[src/rtl/instr_fetch_pkg.sv]
// Shared definitions for the BIP fetch stage: default widths, opcodes and fetch FSM states.
package instr_fetch_pkg;

    localparam int unsigned ADDR_BUS    = 11;
    localparam int unsigned DATA_SIZE   = 16;
    localparam int unsigned OPCODE_BITS = 5;
    localparam int unsigned COUNT_W     = 16;

    typedef enum logic [OPCODE_BITS-1:0] {
        OP_HLT  = 5'd0,
        OP_STO  = 5'd1,
        OP_LD   = 5'd2,
        OP_LDI  = 5'd3,
        OP_ADD  = 5'd4,
        OP_ADDI = 5'd5,
        OP_SUB  = 5'd6,
        OP_SUBI = 5'd7
    } opcode_e;

    typedef enum logic {
        ST_RUN  = 1'b0,
        ST_HALT = 1'b1
    } state_e;

    // Increment that sticks at all-ones instead of wrapping.
    function automatic logic [COUNT_W-1:0] sat_inc(input logic [COUNT_W-1:0] v);
        return (v == {COUNT_W{1'b1}}) ? v : v + COUNT_W'(1);
    endfunction

endpackage

[src/rtl/pc_reg.sv]
// Program counter register: load has priority over increment, otherwise holds; wraps modulo 2^W.
module pc_reg
    import instr_fetch_pkg::*;
#(
    parameter int unsigned W = ADDR_BUS
) (
    input  logic         clk,
    input  logic         rst_n,
    input  logic         inc,
    input  logic         load,
    input  logic [W-1:0] load_val,
    output logic [W-1:0] pc
);

    always_ff @(posedge clk or negedge rst_n) begin
        if (!rst_n) begin
            pc <= '0;
        end else if (load) begin
            pc <= load_val;
        end else if (inc) begin
            pc <= pc + W'(1);
        end
    end

endmodule

[src/rtl/instr_fetch.sv]
// BIP fetch stage: drives Prog_Mem address from the PC, registers the returned word and
// hands it to execute over valid/ready, with branch redirect, HLT stop and retire count.
module instr_fetch
    import instr_fetch_pkg::*;
#(
    parameter int unsigned addr_bus    = ADDR_BUS,
    parameter int unsigned data_size   = DATA_SIZE,
    parameter int unsigned opcode_bits = OPCODE_BITS
) (
    input  logic                   Clk,
    input  logic                   Reset,
    output logic [addr_bus-1:0]    Addr,
    input  logic [data_size-1:0]   Data,
    output logic                   Instr_Valid,
    input  logic                   Instr_Ready,
    output logic [opcode_bits-1:0] Opcode,
    output logic [addr_bus-1:0]    Operand,
    output logic [addr_bus-1:0]    Pc_Out,
    input  logic                   Branch_En,
    input  logic [addr_bus-1:0]    Branch_Target,
    output logic                   Halted,
    output logic [COUNT_W-1:0]     Instr_Count
);

    state_e                 state_q;
    state_e                 state_d;
    logic [data_size-1:0]   ir_q;
    logic [addr_bus-1:0]    pc_out_q;
    logic [addr_bus-1:0]    pc;
    logic                   valid_q;
    logic                   valid_d;
    logic                   halted_q;
    logic                   halted_d;
    logic [COUNT_W-1:0]     count_q;
    logic                   accept;
    logic                   is_hlt;
    logic                   pc_inc;
    logic                   pc_load;
    logic                   ir_load;
    logic                   count_en;

    pc_reg #(
        .W (addr_bus)
    ) u_pc_reg (
        .clk      (Clk),
        .rst_n    (Reset),
        .inc      (pc_inc),
        .load     (pc_load),
        .load_val (Branch_Target),
        .pc       (pc)
    );

    assign accept = valid_q & Instr_Ready;
    assign is_hlt = (ir_q[data_size-1 -: opcode_bits] == opcode_bits'(OP_HLT));

    always_ff @(posedge Clk or negedge Reset) begin
        if (!Reset) begin
            state_q <= ST_RUN;
        end else begin
            state_q <= state_d;
        end
    end

    // Next-state and datapath controls; a branch squashes whatever is held, even if accepted.
    always_comb begin
        state_d  = state_q;
        valid_d  = valid_q;
        halted_d = halted_q;
        pc_inc   = 1'b0;
        pc_load  = 1'b0;
        ir_load  = 1'b0;
        count_en = 1'b0;
        case (state_q)
            ST_RUN: begin
                if (Branch_En) begin
                    pc_load = 1'b1;
                    valid_d = 1'b0;
                end else begin
                    count_en = accept;
                    if (accept && is_hlt) begin
                        valid_d  = 1'b0;
                        halted_d = 1'b1;
                        state_d  = ST_HALT;
                    end else if (!valid_q || accept) begin
                        ir_load = 1'b1;
                        pc_inc  = 1'b1;
                        valid_d = 1'b1;
                    end
                end
            end
            ST_HALT: begin
                state_d = ST_HALT;
            end
            default: begin
                state_d = ST_RUN;
            end
        endcase
    end

    // Instruction register and the address it came from.
    always_ff @(posedge Clk or negedge Reset) begin
        if (!Reset) begin
            ir_q     <= '0;
            pc_out_q <= '0;
        end else if (ir_load) begin
            ir_q     <= Data;
            pc_out_q <= pc;
        end
    end

    always_ff @(posedge Clk or negedge Reset) begin
        if (!Reset) begin
            valid_q  <= 1'b0;
            halted_q <= 1'b0;
        end else begin
            valid_q  <= valid_d;
            halted_q <= halted_d;
        end
    end

    always_ff @(posedge Clk or negedge Reset) begin
        if (!Reset) begin
            count_q <= '0;
        end else if (count_en) begin
            count_q <= sat_inc(count_q);
        end
    end

    assign Addr        = pc;
    assign Instr_Valid = valid_q;
    assign Opcode      = ir_q[data_size-1 -: opcode_bits];
    assign Operand     = ir_q[addr_bus-1:0];
    assign Pc_Out      = pc_out_q;
    assign Halted      = halted_q;
    assign Instr_Count = count_q;

endmodule

[config.mk]
export PLATFORM = sky130hd
export DESIGN_NAME = instr_fetch
export DESIGN_NICKNAME = d
export VERILOG_FILES = /design/src/rtl/instr_fetch_pkg.sv /design/src/rtl/pc_reg.sv /design/src/rtl/instr_fetch.sv
export SDC_FILE = /design/constraint.sdc
export NUM_CORES = 1
export LEC_CHECK = 0
export ABC_AREA = 1
export CAP_MARGIN = 20
export CORE_ASPECT_RATIO = 2
export CORE_MARGIN = 2
export CORE_UTILIZATION = 52
export CTS_CLUSTER_SIZE = 16
export DETAILED_ROUTE_END_ITERATION = 10
export DONT_BUFFER_PORTS = 1
export PLACE_DENSITY = 0.75
export SLEW_MARGIN = 20
export SYNTH_ARGS = -nofsm -noshare
export SYNTH_HDL_FRONTEND = slang
export SYNTH_SLANG_ARGS = --single-unit
[constraint.sdc]
create_clock -name Clk -period 1.51 [get_ports Clk]
set_input_delay 0.453 -clock Clk [delete_from_list [all_inputs] [get_ports Clk]]
set_output_delay 0.453 -clock Clk [all_outputs]
set_load 0.02 [all_outputs]
==> results.toml <==
[status]
run_status = "finished, violations left"
violations_in_the_final_reports = "hold timing"

[drt]
detail_route.wirelength.met1_um = 2790
dr_wl_met2_um = 4430
routed-wl-met3_um = 475
drt_first_iter_violations = 131
drc_errors = 0
drt_pre_antenna_iters = 4
num_vias = 2733
routed_wl_um = 7890
viasPerCell = 5.37
maxUsedRoutingLayer = "met4"
ant_nets = 0
detail_route.wl_per_cell_um = 15.5

[global_route]
globalRouteTotalUtil_pct = 24.5
grt_antenna_before_repair = 0
remaining_overflow_grt = 0
vias_in_the_first_global_route = 2650
grt_pass1_wl_um = 12000
grt_start_max_net_pins = 58

[clock_tree]
cts.sink_count = 57
cts_inserted_buffers = 9
cts-root-to-sink-buffers = 2
cts.clk_slew.worst_paths_ns = 0.07
cts_tree = "done"
cts_root_buf = "sky130_fd_sc_hd__clkbuf_8"
cts-htree-levels = 3
clkLatencyLatePin_ns = 0.35

[synth]
synthDistinctLibCells = 29
netlist_area_pre_place_sq_mm = 0.00296
ys_seq_area_share_pct = 48.3
syn_avg_cell_area_sq_um = 7.62
synth_top_area_share_pct = 48.3
synth.ff_latch_count = 57
number_of_nets_produced_by_synthesis = 421
synthCells = 388
yosysWarnings = 0
synthDominantAreaCellType = "sky130_fd_sc_hd__dfrtp_1"
ys_top_cells_by_area = "sky130_fd_sc_hd__dfrtp_1 (48%), sky130_fd_sc_hd__nand2_1 (19%), sky130_fd_sc_hd__o21ai_0 (6.1%)"

[timing]
layout_worst_path_cycle_share_pct = 99.1
worst_clock_skew_ns = 0.00840
drv_slew = 0
worst_slew_pin_slew_ns = 0.322
final-hold-violation-count = 57
period_needed_ns = 1.50
grt_setup_unrepaired = "true"
max_freq_ghz = 0.668
worst_hold_slack_ns = -0.208
finish_stage_setup_viols = 0
timing.slew.headroom_pct = 78.5

[min_path]
hold_path_class = "primary input to asynchronous set/reset pin"

[setup_path]
slowest_delay_ns = 0.39
worst-r2r-cell-count = 9
crit_path_frequent_cell = "sky130_fd_sc_hd__nand2_1"
critical_path.slowest_cell = "sky130_fd_sc_hd__dfrtp_2"
regToRegStartpoint = "Instr_Count[1]$_DFFE_PN0P_"
r2r_slack_ns = 0.01
worstPathCellList = "ha_4 -> nand3_4 -> inv_2 -> nand2_2 -> buf_6 -> o21ai_4 -> clkbuf_16 -> nand2_1 -> nand2_1"
critPathBufInv = 3
worst_path_class_setup = "register to register"
timing.critical_path.arrival_ns = 1.78
critical-path-top-delay-family = "buffers and inverters"
r2r-end = "Instr_Count[4]$_DFFE_PN0P_"
cp.required_ns = 1.79
worst-path-max-fanout = 8
critical_path.startpoint_type = "register"
element_type_at_the_critical_path_end = "register"

[place]
half_perimeter_wire_length_after_placement_um = 5410
gp_congestion = 0.862
io_buffers = 0

[cells_and_area]
insertedDiodeCount = 0
nFillCells = 442
num-nets-final = 477
area_growth_syn_to_layout_pct = 28.2
layout_cells_sized_above_1_pct = 22.9
final_util_pct = 69.3

[floorplanning]
core_area_sq_mm = 0.00547
die_width_um = 57.3
die_y_um = 111
num_rows = 38
initial_utilization_pct = 54.1
total_die_area_sq_mm = 0.00634
io-pin-count = 87

[power_and_ir_drop]
vdd_ir_drop_max_uv = 872
power_switching_share_pct = 23.8
power.combinational.fraction_pct = 5.2
power_switching_mw = 0.779
clock_power_share_pct = 44.4
seqPwrFrac_pct = 50.5
power.internal_mw = 2.49
pwr_dens_mw_per_mm2 = 864
leakagePower_nw = 1.93

[run]
cap_viol_max_count = 0
## cell usage after synthesis
cell type / n
sky130_fd_sc_hd__nand3b_1: 1
sky130_fd_sc_hd__nor2_2: 1
sky130_fd_sc_hd__nor2_4: 1
sky130_fd_sc_hd__clkbuf_2: 2
sky130_fd_sc_hd__nor3_1: 2
sky130_fd_sc_hd__or2_2: 1
sky130_fd_sc_hd__buf_4: 1
sky130_fd_sc_hd__a31o_2: 1
sky130_fd_sc_hd__a22o_1: 1
sky130_fd_sc_hd__nand4_1: 6
sky130_fd_sc_hd__ha_1: 2
sky130_fd_sc_hd__o21ai_4: 1
sky130_fd_sc_hd__inv_2: 1
sky130_fd_sc_hd__dfrtp_1: 57
sky130_fd_sc_hd__inv_1: 43
sky130_fd_sc_hd__nor3_2: 2
sky130_fd_sc_hd__o21ai_0: 36
sky130_fd_sc_hd__nor3_4: 2
sky130_fd_sc_hd__buf_2: 6
sky130_fd_sc_hd__buf_1: 1
sky130_fd_sc_hd__xor2_1: 3
sky130_fd_sc_hd__nand3_2: 2
sky130_fd_sc_hd__nand3_1: 28
sky130_fd_sc_hd__nand2_2: 4
sky130_fd_sc_hd__buf_6: 1
sky130_fd_sc_hd__xnor2_1: 6
sky130_fd_sc_hd__nand2_1: 150
sky130_fd_sc_hd__nor2_1: 21
sky130_fd_sc_hd__o21ai_1: 5
## layer usage
metal,up-vias,GRT usage [%]
met5,-,0
met4,0,9.30
met3,16,7.26
met2,94,44.3
met1,1292,25.6
li1,1331,-
## logic make-up after synthesis
kind of cell             count (synthesis)  synth area share (%)
AO/OA/AOI/OAI                           44                  8.09
XOR/XNOR                                 9                  2.67
adder cells (fa/ha/maj)                  2                 0.847
buffers and inverters                   55                  7.71
flip-flops                              57                  48.3
AND/OR/NAND/NOR                        221                  32.4
## power groups by stage
stage	sequential (mW)	combinational (mW)	clock, mW
floorplan	1.70	0.0769	0
global placement	1.68	0.155	0
detailed placement	1.68	0.160	0
CTS	1.65	0.160	1.48
global route	1.65	0.190	1.53
finish	1.65	0.169	1.45
## worst max-delay path by stage
stage                                       end                       start  cells past startpoint
floorplan            Instr_Count[0]$_DFFE_PN0P_  Instr_Count[0]$_DFFE_PN0P_                      9
global placement     Instr_Count[7]$_DFFE_PN0P_  Instr_Count[0]$_DFFE_PN0P_                      8
detailed placement   Instr_Count[0]$_DFFE_PN0P_  Instr_Count[0]$_DFFE_PN0P_                      8
CTS                 Instr_Count[13]$_DFFE_PN0P_  Instr_Count[0]$_DFFE_PN0P_                      8
global route         Instr_Count[5]$_DFFE_PN0P_  Instr_Count[1]$_DFFE_PN0P_                      9
finish               Instr_Count[4]$_DFFE_PN0P_  Instr_Count[1]$_DFFE_PN0P_                      9
## layout by cell type (no fill, tap or decap), types with 2 or more instances in the layout
master,count
sky130_fd_sc_hd__clkbuf_1,2
sky130_fd_sc_hd__clkinv_2,2
sky130_fd_sc_hd__nor3_1,2
sky130_fd_sc_hd__dfrtp_1,55
sky130_fd_sc_hd__nor3_4,2
sky130_fd_sc_hd__nor3_2,2
sky130_fd_sc_hd__nor2_4,4
sky130_fd_sc_hd__nand2_2,11
sky130_fd_sc_hd__dfrtp_2,2
sky130_fd_sc_hd__inv_1,43
sky130_fd_sc_hd__buf_12,3
sky130_fd_sc_hd__buf_4,47
sky130_fd_sc_hd__o21ai_2,2
sky130_fd_sc_hd__xnor2_1,6
sky130_fd_sc_hd__clkbuf_8,11
sky130_fd_sc_hd__o21ai_0,33
sky130_fd_sc_hd__nand4_1,6
sky130_fd_sc_hd__nor2_1,18
sky130_fd_sc_hd__o21ai_1,6
sky130_fd_sc_hd__buf_6,3
sky130_fd_sc_hd__nand2_1,142
sky130_fd_sc_hd__clkbuf_16,3
sky130_fd_sc_hd__nand3_4,2
sky130_fd_sc_hd__nand3_1,27
sky130_fd_sc_hd__xor2_1,3
## layout make-up
| class | count | area, sq um | share of cell area (%) |
|---|---|---|---|
| flip-flops and latches | 57 | 1430 | 37.7 |
| multi-input cells | 276 | 1400 | 36.9 |
| repair buffers | 56 | 522 | 13.8 |
| inverters | 44 | 165 | 4.36 |
| clock buffers | 13 | 159 | 4.20 |
| well taps | 60 | 75.1 | 1.98 |
| clock inverters | 3 | 40.0 | 1.06 |
## stage by stage
stage	std cells	area (sq um)	setup TNS [ns]	power, mW	setup slack (ns)
5_1_grt	509	3790	-0.867	3.37	-0.0778
3_3_place_gp	486	3380	-0.264	1.83	-0.0312
2_1_floorplan	388	2960	0	1.77	0.00998
3_5_place_dp	486	3380	-0.508	1.84	-0.0590
6_report	509	3790	0	3.27	0.0141
4_1_cts	503	3590	0	3.29	0.000933
## repair_timing
item / 4_1_cts / 5_1_grt
gates cloned: 0 / 3
setup endpoints to repair: 14 / 41
endpoints found under the hold margin: 57 / 57
gates resized for setup: 1 / 28
setup buffers: 1 / 3
pin swaps: 0 / 14
No activity file was read; power rests on OpenSTA's default activity.
